==> src/rtl/uart_tx_arbiter.sv <==
// Round-robin arbiter sharing one UART TX buffer stream among NUM_REQ byte requesters, locked per packet or MAX_BURST beats.
// Latency: zero-cycle combinational pass-through per beat, one idle arbitration cycle between consecutive grants.
// Backpressure: i_txb_tready is forwarded only to the owner; optional stall release via `UART_ARB_TIMEOUT_EN.
module uart_tx_arbiter #(
    parameter int NUM_REQ        = 4,
    parameter int UART_DLEN      = 8,
    parameter int MAX_BURST      = 16,
    parameter int TIMEOUT_CYCLES = 1024
) (
    input  logic                           clk,
    input  logic                           rst,
    input  logic [NUM_REQ-1:0]             i_req_tvalid,
    output logic [NUM_REQ-1:0]             o_req_tready,
    input  logic [NUM_REQ*UART_DLEN-1:0]   i_req_tdata,
    input  logic [NUM_REQ-1:0]             i_req_tlast,
    output logic                           o_txb_tvalid,
    input  logic                           i_txb_tready,
    output logic [UART_DLEN-1:0]           o_txb_tdata,
    output logic [NUM_REQ-1:0]             o_grant,
    output logic                           o_busy,
    output logic                           o_timeout
);

    localparam int PW = $clog2(NUM_REQ);
    localparam int BW = $clog2(MAX_BURST + 1);
    localparam int SW = (TIMEOUT_CYCLES > 1) ? $clog2(TIMEOUT_CYCLES) : 1;
`ifdef UART_ARB_TIMEOUT_EN
    localparam bit TIMEOUT_EN = 1'b1;
`else
    localparam bit TIMEOUT_EN = 1'b0;
`endif

    typedef enum logic {IDLE = 1'b0, GRANT = 1'b1} state_t;

    state_t               state_q, state_d;
    logic [NUM_REQ-1:0]   grant_q, grant_d;
    logic [PW-1:0]        owner_q, owner_d;
    logic [PW-1:0]        rr_ptr_q, rr_ptr_d;
    logic [BW-1:0]        beat_cnt_q, beat_cnt_d;
    logic [SW-1:0]        stall_q, stall_d;
    logic [UART_DLEN-1:0] hold_dat_q, hold_dat_d;
    logic                 timeout_q, timeout_d;

    logic                 live;
    logic                 beat;
    logic                 release_lock;
    logic                 own_vld;
    logic                 own_last;
    logic [UART_DLEN-1:0] own_dat;
    logic                 found;
    int                   idx;

    // Reset gates every output so no beat can complete in a reset cycle.
    assign live = (state_q == GRANT) && !rst;
    assign beat = live && own_vld && i_txb_tready;

    always_comb begin
        own_vld  = 1'b0;
        own_last = 1'b0;
        own_dat  = '0;
        for (int r = 0; r < NUM_REQ; r++) begin
            if (owner_q == PW'(r)) begin
                own_vld  = i_req_tvalid[r];
                own_last = i_req_tlast[r];
                own_dat  = i_req_tdata[r*UART_DLEN +: UART_DLEN];
            end
        end
    end

    assign o_txb_tvalid = live && own_vld;
    assign o_txb_tdata  = rst ? '0 : (live ? own_dat : hold_dat_q);
    assign o_req_tready = live ? (grant_q & {NUM_REQ{i_txb_tready}}) : '0;
    assign o_grant      = rst ? '0 : grant_q;
    assign o_busy       = live;
    assign o_timeout    = timeout_q && !rst;

    always_comb begin
        state_d      = state_q;
        grant_d      = grant_q;
        owner_d      = owner_q;
        rr_ptr_d     = rr_ptr_q;
        beat_cnt_d   = beat_cnt_q;
        stall_d      = stall_q;
        timeout_d    = timeout_q;
        hold_dat_d   = live ? own_dat : hold_dat_q;
        release_lock = 1'b0;
        found        = 1'b0;
        idx          = 0;
        case (state_q)
            IDLE: begin
                if (|i_req_tvalid) begin
                    // First valid requester at or after rr_ptr, wrapping.
                    for (int i = 0; i < NUM_REQ; i++) begin
                        idx = (int'(rr_ptr_q) + i) % NUM_REQ;
                        if (!found && i_req_tvalid[idx]) begin
                            found        = 1'b1;
                            owner_d      = PW'(idx);
                            grant_d      = '0;
                            grant_d[idx] = 1'b1;
                        end
                    end
                    state_d    = GRANT;
                    beat_cnt_d = '0;
                    stall_d    = '0;
                end
            end
            GRANT: begin
                if (beat) begin
                    beat_cnt_d = beat_cnt_q + 1'b1;
                    if (own_last || beat_cnt_q == BW'(MAX_BURST - 1)) begin
                        release_lock = 1'b1;
                    end
                end
                if (TIMEOUT_EN) begin
                    if (beat) begin
                        stall_d = '0;
                    end else if (stall_q == SW'(TIMEOUT_CYCLES - 1)) begin
                        release_lock = 1'b1;
                        timeout_d    = 1'b1;
                    end else begin
                        stall_d = stall_q + 1'b1;
                    end
                end
                if (release_lock) begin
                    state_d  = IDLE;
                    grant_d  = '0;
                    rr_ptr_d = (owner_q == PW'(NUM_REQ - 1)) ? '0 : owner_q + 1'b1;
                end
            end
            default: state_d = IDLE;
        endcase
    end

    always_ff @(posedge clk) begin
        if (rst) begin
            state_q    <= IDLE;
            grant_q    <= '0;
            owner_q    <= '0;
            rr_ptr_q   <= '0;
            beat_cnt_q <= '0;
            stall_q    <= '0;
            timeout_q  <= 1'b0;
            hold_dat_q <= '0;
        end else begin
            state_q    <= state_d;
            grant_q    <= grant_d;
            owner_q    <= owner_d;
            rr_ptr_q   <= rr_ptr_d;
            beat_cnt_q <= beat_cnt_d;
            stall_q    <= stall_d;
            timeout_q  <= timeout_d;
            hold_dat_q <= hold_dat_d;
        end
    end

endmodule
==> config.mk <==
export PLATFORM = sky130hd
export DESIGN_NAME = uart_tx_arbiter
export DESIGN_NICKNAME = d
export VERILOG_FILES = /design/src/rtl/uart_tx_arbiter.sv
export SDC_FILE = /design/constraint.sdc
export NUM_CORES = 1
export LEC_CHECK = 0
export CAP_MARGIN = 20
export CELL_PAD_IN_SITES_DETAIL_PLACEMENT = 2
export CELL_PAD_IN_SITES_GLOBAL_PLACEMENT = 2
export CORE_MARGIN = 2
export CORE_UTILIZATION = 25
export DETAILED_ROUTE_END_ITERATION = 6
export PLACE_DENSITY = 0.84
export SLEW_MARGIN = 20
export SYNTH_ARGS = -nofsm -noshare
export SYNTH_HDL_FRONTEND = slang
export SYNTH_SLANG_ARGS = --single-unit
==> constraint.sdc <==
create_clock -name clk -period 2.4 [get_ports clk]
set_input_delay 0.48 -clock clk [delete_from_list [all_inputs] [get_ports clk]]
set_output_delay 0.48 -clock clk [all_outputs]
set_load 0.05 [all_outputs]
==> qor.yml, run 1 <==
hold_ws_ns: 0.500
root_buffer: "clkbuf_8"
synth_edf_count: 0
max_stage_delay_ns: 0.37
path_depth: 8
clock_path_buffers: 2
crit_path_start: "owner_q[1]"
grt_pass1_wl_mm: 13.5
cpMaxStageDelayCell: "dfxtp_4"
status: "finished with violations"
ys.flop_type: "dfxtp_1"
synth.top_cells.by_area: "dfxtp_1 26%, ha_1 7.3%, nor2b_1 6.2%"
setup_viol: 9
antenna_found_initial: 1
finish.utilization: 0.484
grt_pass1_vias: 2280
r2r_setup_slack_ns: 0.08
r2r_end: "beat_cnt_q[4]"
power_frac_comb: 0.481
hold_buffers: 0
routed_via_density: 5.45
post-synth-top-area-cell: "dfxtp_1"
worstPathMaxFanout: 5
htreeDepth: 1
violations: "setup timing"
synth_cell_types: 44
post_drt_wl_per_cell_microns: 25.1
hold_viol_final: 0
gr-total-overflow: 0
fin_cells: 371
dr_total_vias: 2021
die_y_microns: 86.7
cts-buffers-inserted: 3
power.density_nw_per_um2: 455
firstDrtPassIters: 4
critPathBufInv: 3
crit_required_ns: 1.92
yosysWarnings: 0
ys_ff_latch: 22
synth.net_count: 264
ir_worst_vdd_v: 0.000199
endpoint_kind: "output pin"
cpMostUsedCell: "buf_6"
min_period_ns: 2.59
setup_ws_ns: -0.195
clock_latency_ns: 0.28
die_w_microns: 86.7
p_int_mw: 0.948
io_pins: 62
routed_wl_mm: 9.32
first_iter_violations: 77
clock_skew_ns: 0.00826
final_nets: 344
cts_sinks: 22
seq_area_frac_synth: 0.257
drtAntennaViolNets: 0
syn_avg_cell_area_sq_um: 8.11
dp_hpwl_mm: 5.24
swShare: 0.359
hp-class: "reg -> reg"
rsz0062_at_grt: "true"
cts_tree: "done"
placed_cells: 352
path_cells: "buf_6 > ha_4 > buf_6 > nor2b_1 > nor3_2 > a21oi_2 > a211oi_4 > buf_12"
cap_viol_max_count: 0
r2r_cells: 12
cp_top_family: "buffers and inverters"
setup_tns_ns: -1.11
reg2reg_from: "owner_q[0]"
criticalPathCategory: "reg -> out"
grt_usage: 0.242
slew_viol_final: 0
syn_area_sq_um: 1710
p_leak_nw: 1.23
finalCritPeriodShare: 1.08
cp.arrival_ns: 2.11
std_cell_rows: 30
syn_to_final_growth_pct: 90.1
cts.clk_slew.worst_paths_ns: 0.09
clkPwrFrac: 0.247
initial_core_util: 0.255
synth_top_area_share: 0.257
p_sw_mw: 0.532
finalWeightedCongestion: 0.732
grt_max_degree: 22
post-route-drc-count: 0
synthArstFlopShare: 0
numPortBuffers: 60
fp.coreArea_sq_um: 6720
cp-endpoint: "o_txb_tdata[4]"
seqPwrFrac: 0.272
startpoint_type: "flip-flop"
dieArea_sq_um: 7520
drive_above_1_share: 0.400
netlist_instances: 211
fillerInstances: 659
fmax_mhz: 385
repair_timing:
item	CTS	global route
gates cloned	2	0
buffers inserted	9	4
endpoints found under the setup margin	9	16
gates resized for setup	49	22
pin swaps	20	10
state kept, by name (all words and copies together) (netlist names):
signal	count
beat_cnt_q	5
grant_q	4
hold_dat_q	8
owner_q	2
rr_ptr_q	2
state_q	1
power groups by stage:
stage	registers [mW]	clock network (mW)	logic [mW]
global route	0.406	0.388	0.741
floorplan	0.405	0	0.296
finish	0.403	0.365	0.711
global placement	0.407	0	0.520
CTS	0.402	0.362	0.648
detailed placement	0.409	0	0.541
placed cells by master, fill, tap and decap left out, drive strengths merged, types with 2 or more instances in the layout:
| cell | count |
|---|---|
| dfxtp | 22 |
| nand3 | 3 |
| nor2 | 16 |
| nor3 | 11 |
| mux4 | 2 |
| ha | 10 |
| or2 | 2 |
| clkbuf | 5 |
| nand2 | 6 |
| a221oi | 10 |
| inv | 9 |
| clkdlybuf4s50 | 42 |
| xor2 | 2 |
| o21ai | 10 |
| o221ai | 3 |
| a211oi | 10 |
| a21oi | 14 |
| nand3b | 2 |
| mux2i | 10 |
| o2bb2ai | 3 |
| and2 | 3 |
| or3 | 2 |
| buf | 50 |
| and3 | 9 |
| mux2 | 3 |
| nor2b | 17 |
area by class of cell:
type                    instances  area (sq um)  area share
multi-input cells             161          1500       0.460
repair buffers                 94          1100       0.337
flip-flops and latches         22           448       0.138
well taps                      80           100      0.0308
clock buffers                   3          41.3      0.0127
inverters                       9          38.8      0.0119
clock inverters                 1          30.0     0.00923
diodes                          1          2.50    0.000769
synthesized netlist by cell type (all sizes together), types with 2 or more instances:
| master | number |
|---|---|
| a211oi | 10 |
| a21oi | 14 |
| a221oi | 10 |
| and2 | 3 |
| and3 | 9 |
| buf | 9 |
| clkbuf | 10 |
| dfxtp | 22 |
| ha | 10 |
| inv | 9 |
| mux2 | 3 |
| mux2i | 10 |
| mux4 | 2 |
| nand2 | 6 |
| nand3 | 3 |
| nand3b | 2 |
| nor2 | 16 |
| nor2b | 17 |
| nor3 | 11 |
| o21ai | 10 |
| o221ai | 3 |
| o2bb2ai | 3 |
| or2 | 2 |
| or3 | 2 |
| xor2 | 2 |
how the worst min path moves through the flow:
stage | depth (start not counted) | to | slack (ns) | start
after floorplan | 1 | grant_q[0] | 0.44 | grant_q[0]
after global placement | 2 | beat_cnt_q[3] | 0.47 | beat_cnt_q[3]
after detailed placement | 1 | grant_q[0] | 0.49 | grant_q[0]
after CTS | 2 | beat_cnt_q[1] | 0.50 | beat_cnt_q[1]
after global routing | 1 | grant_q[0] | 0.53 | grant_q[0]
final | 2 | beat_cnt_q[1] | 0.50 | beat_cnt_q[1]
through the flow:
stage	setup slack, ns	instance area, sq um	total power [mW]
2_1_floorplan	-0.0652	1800	0.701
3_3_place_gp	0.0423	2750	0.926
3_5_place_dp	-0.0575	2750	0.950
4_1_cts	-0.0787	3120	1.41
5_1_grt	-0.249	3250	1.54
6_report	-0.195	3250	1.48
routing by layer:
metal,global-route usage,share of wire
met5,0,0
met3,0.0371,0.024
met4,0.0952,0.033
met2,0.452,0.55
met1,0.273,0.40
worst register-to-register path: cells and delay by family (launching register included):
kind	cells	cell delay, ns
AO/OA/AOI/OAI	1	0.35
adder cells (fa/ha/maj)	1	0.16
buffers and inverters	6	0.75
flip-flops	1	0.39
multiplexers	1	0.19
AND/OR/NAND/NOR	3	0.40
cell families after synthesis:
logic type	Yosys count	synth area share
xor+xnor	3	0.0154
fa+ha+maj	10	0.0731
mux	15	0.107
buf+inv	28	0.0724
compound gates	58	0.239
other cells	1	0.00219
flops	22	0.257
simple gates	74	0.234
Note: power is estimated with default switching activity, not from simulation.
==> run 2: changes to the inputs <==
--- a/config.mk
+++ b/config.mk
@@ -5,11 +5,12 @@
 export SDC_FILE = /design/constraint.sdc
 export NUM_CORES = 1
 export LEC_CHECK = 0
-export CAP_MARGIN = 20
+export CAP_MARGIN = 10
 export CELL_PAD_IN_SITES_DETAIL_PLACEMENT = 2
 export CELL_PAD_IN_SITES_GLOBAL_PLACEMENT = 2
 export CORE_MARGIN = 2
 export CORE_UTILIZATION = 25
+export CTS_CLUSTER_DIAMETER = 60
 export DETAILED_ROUTE_END_ITERATION = 6
 export PLACE_DENSITY = 0.84
 export SLEW_MARGIN = 20
==> results of run 2 <==
No change in the layout: final DEF, timing and power equal those of run 1.
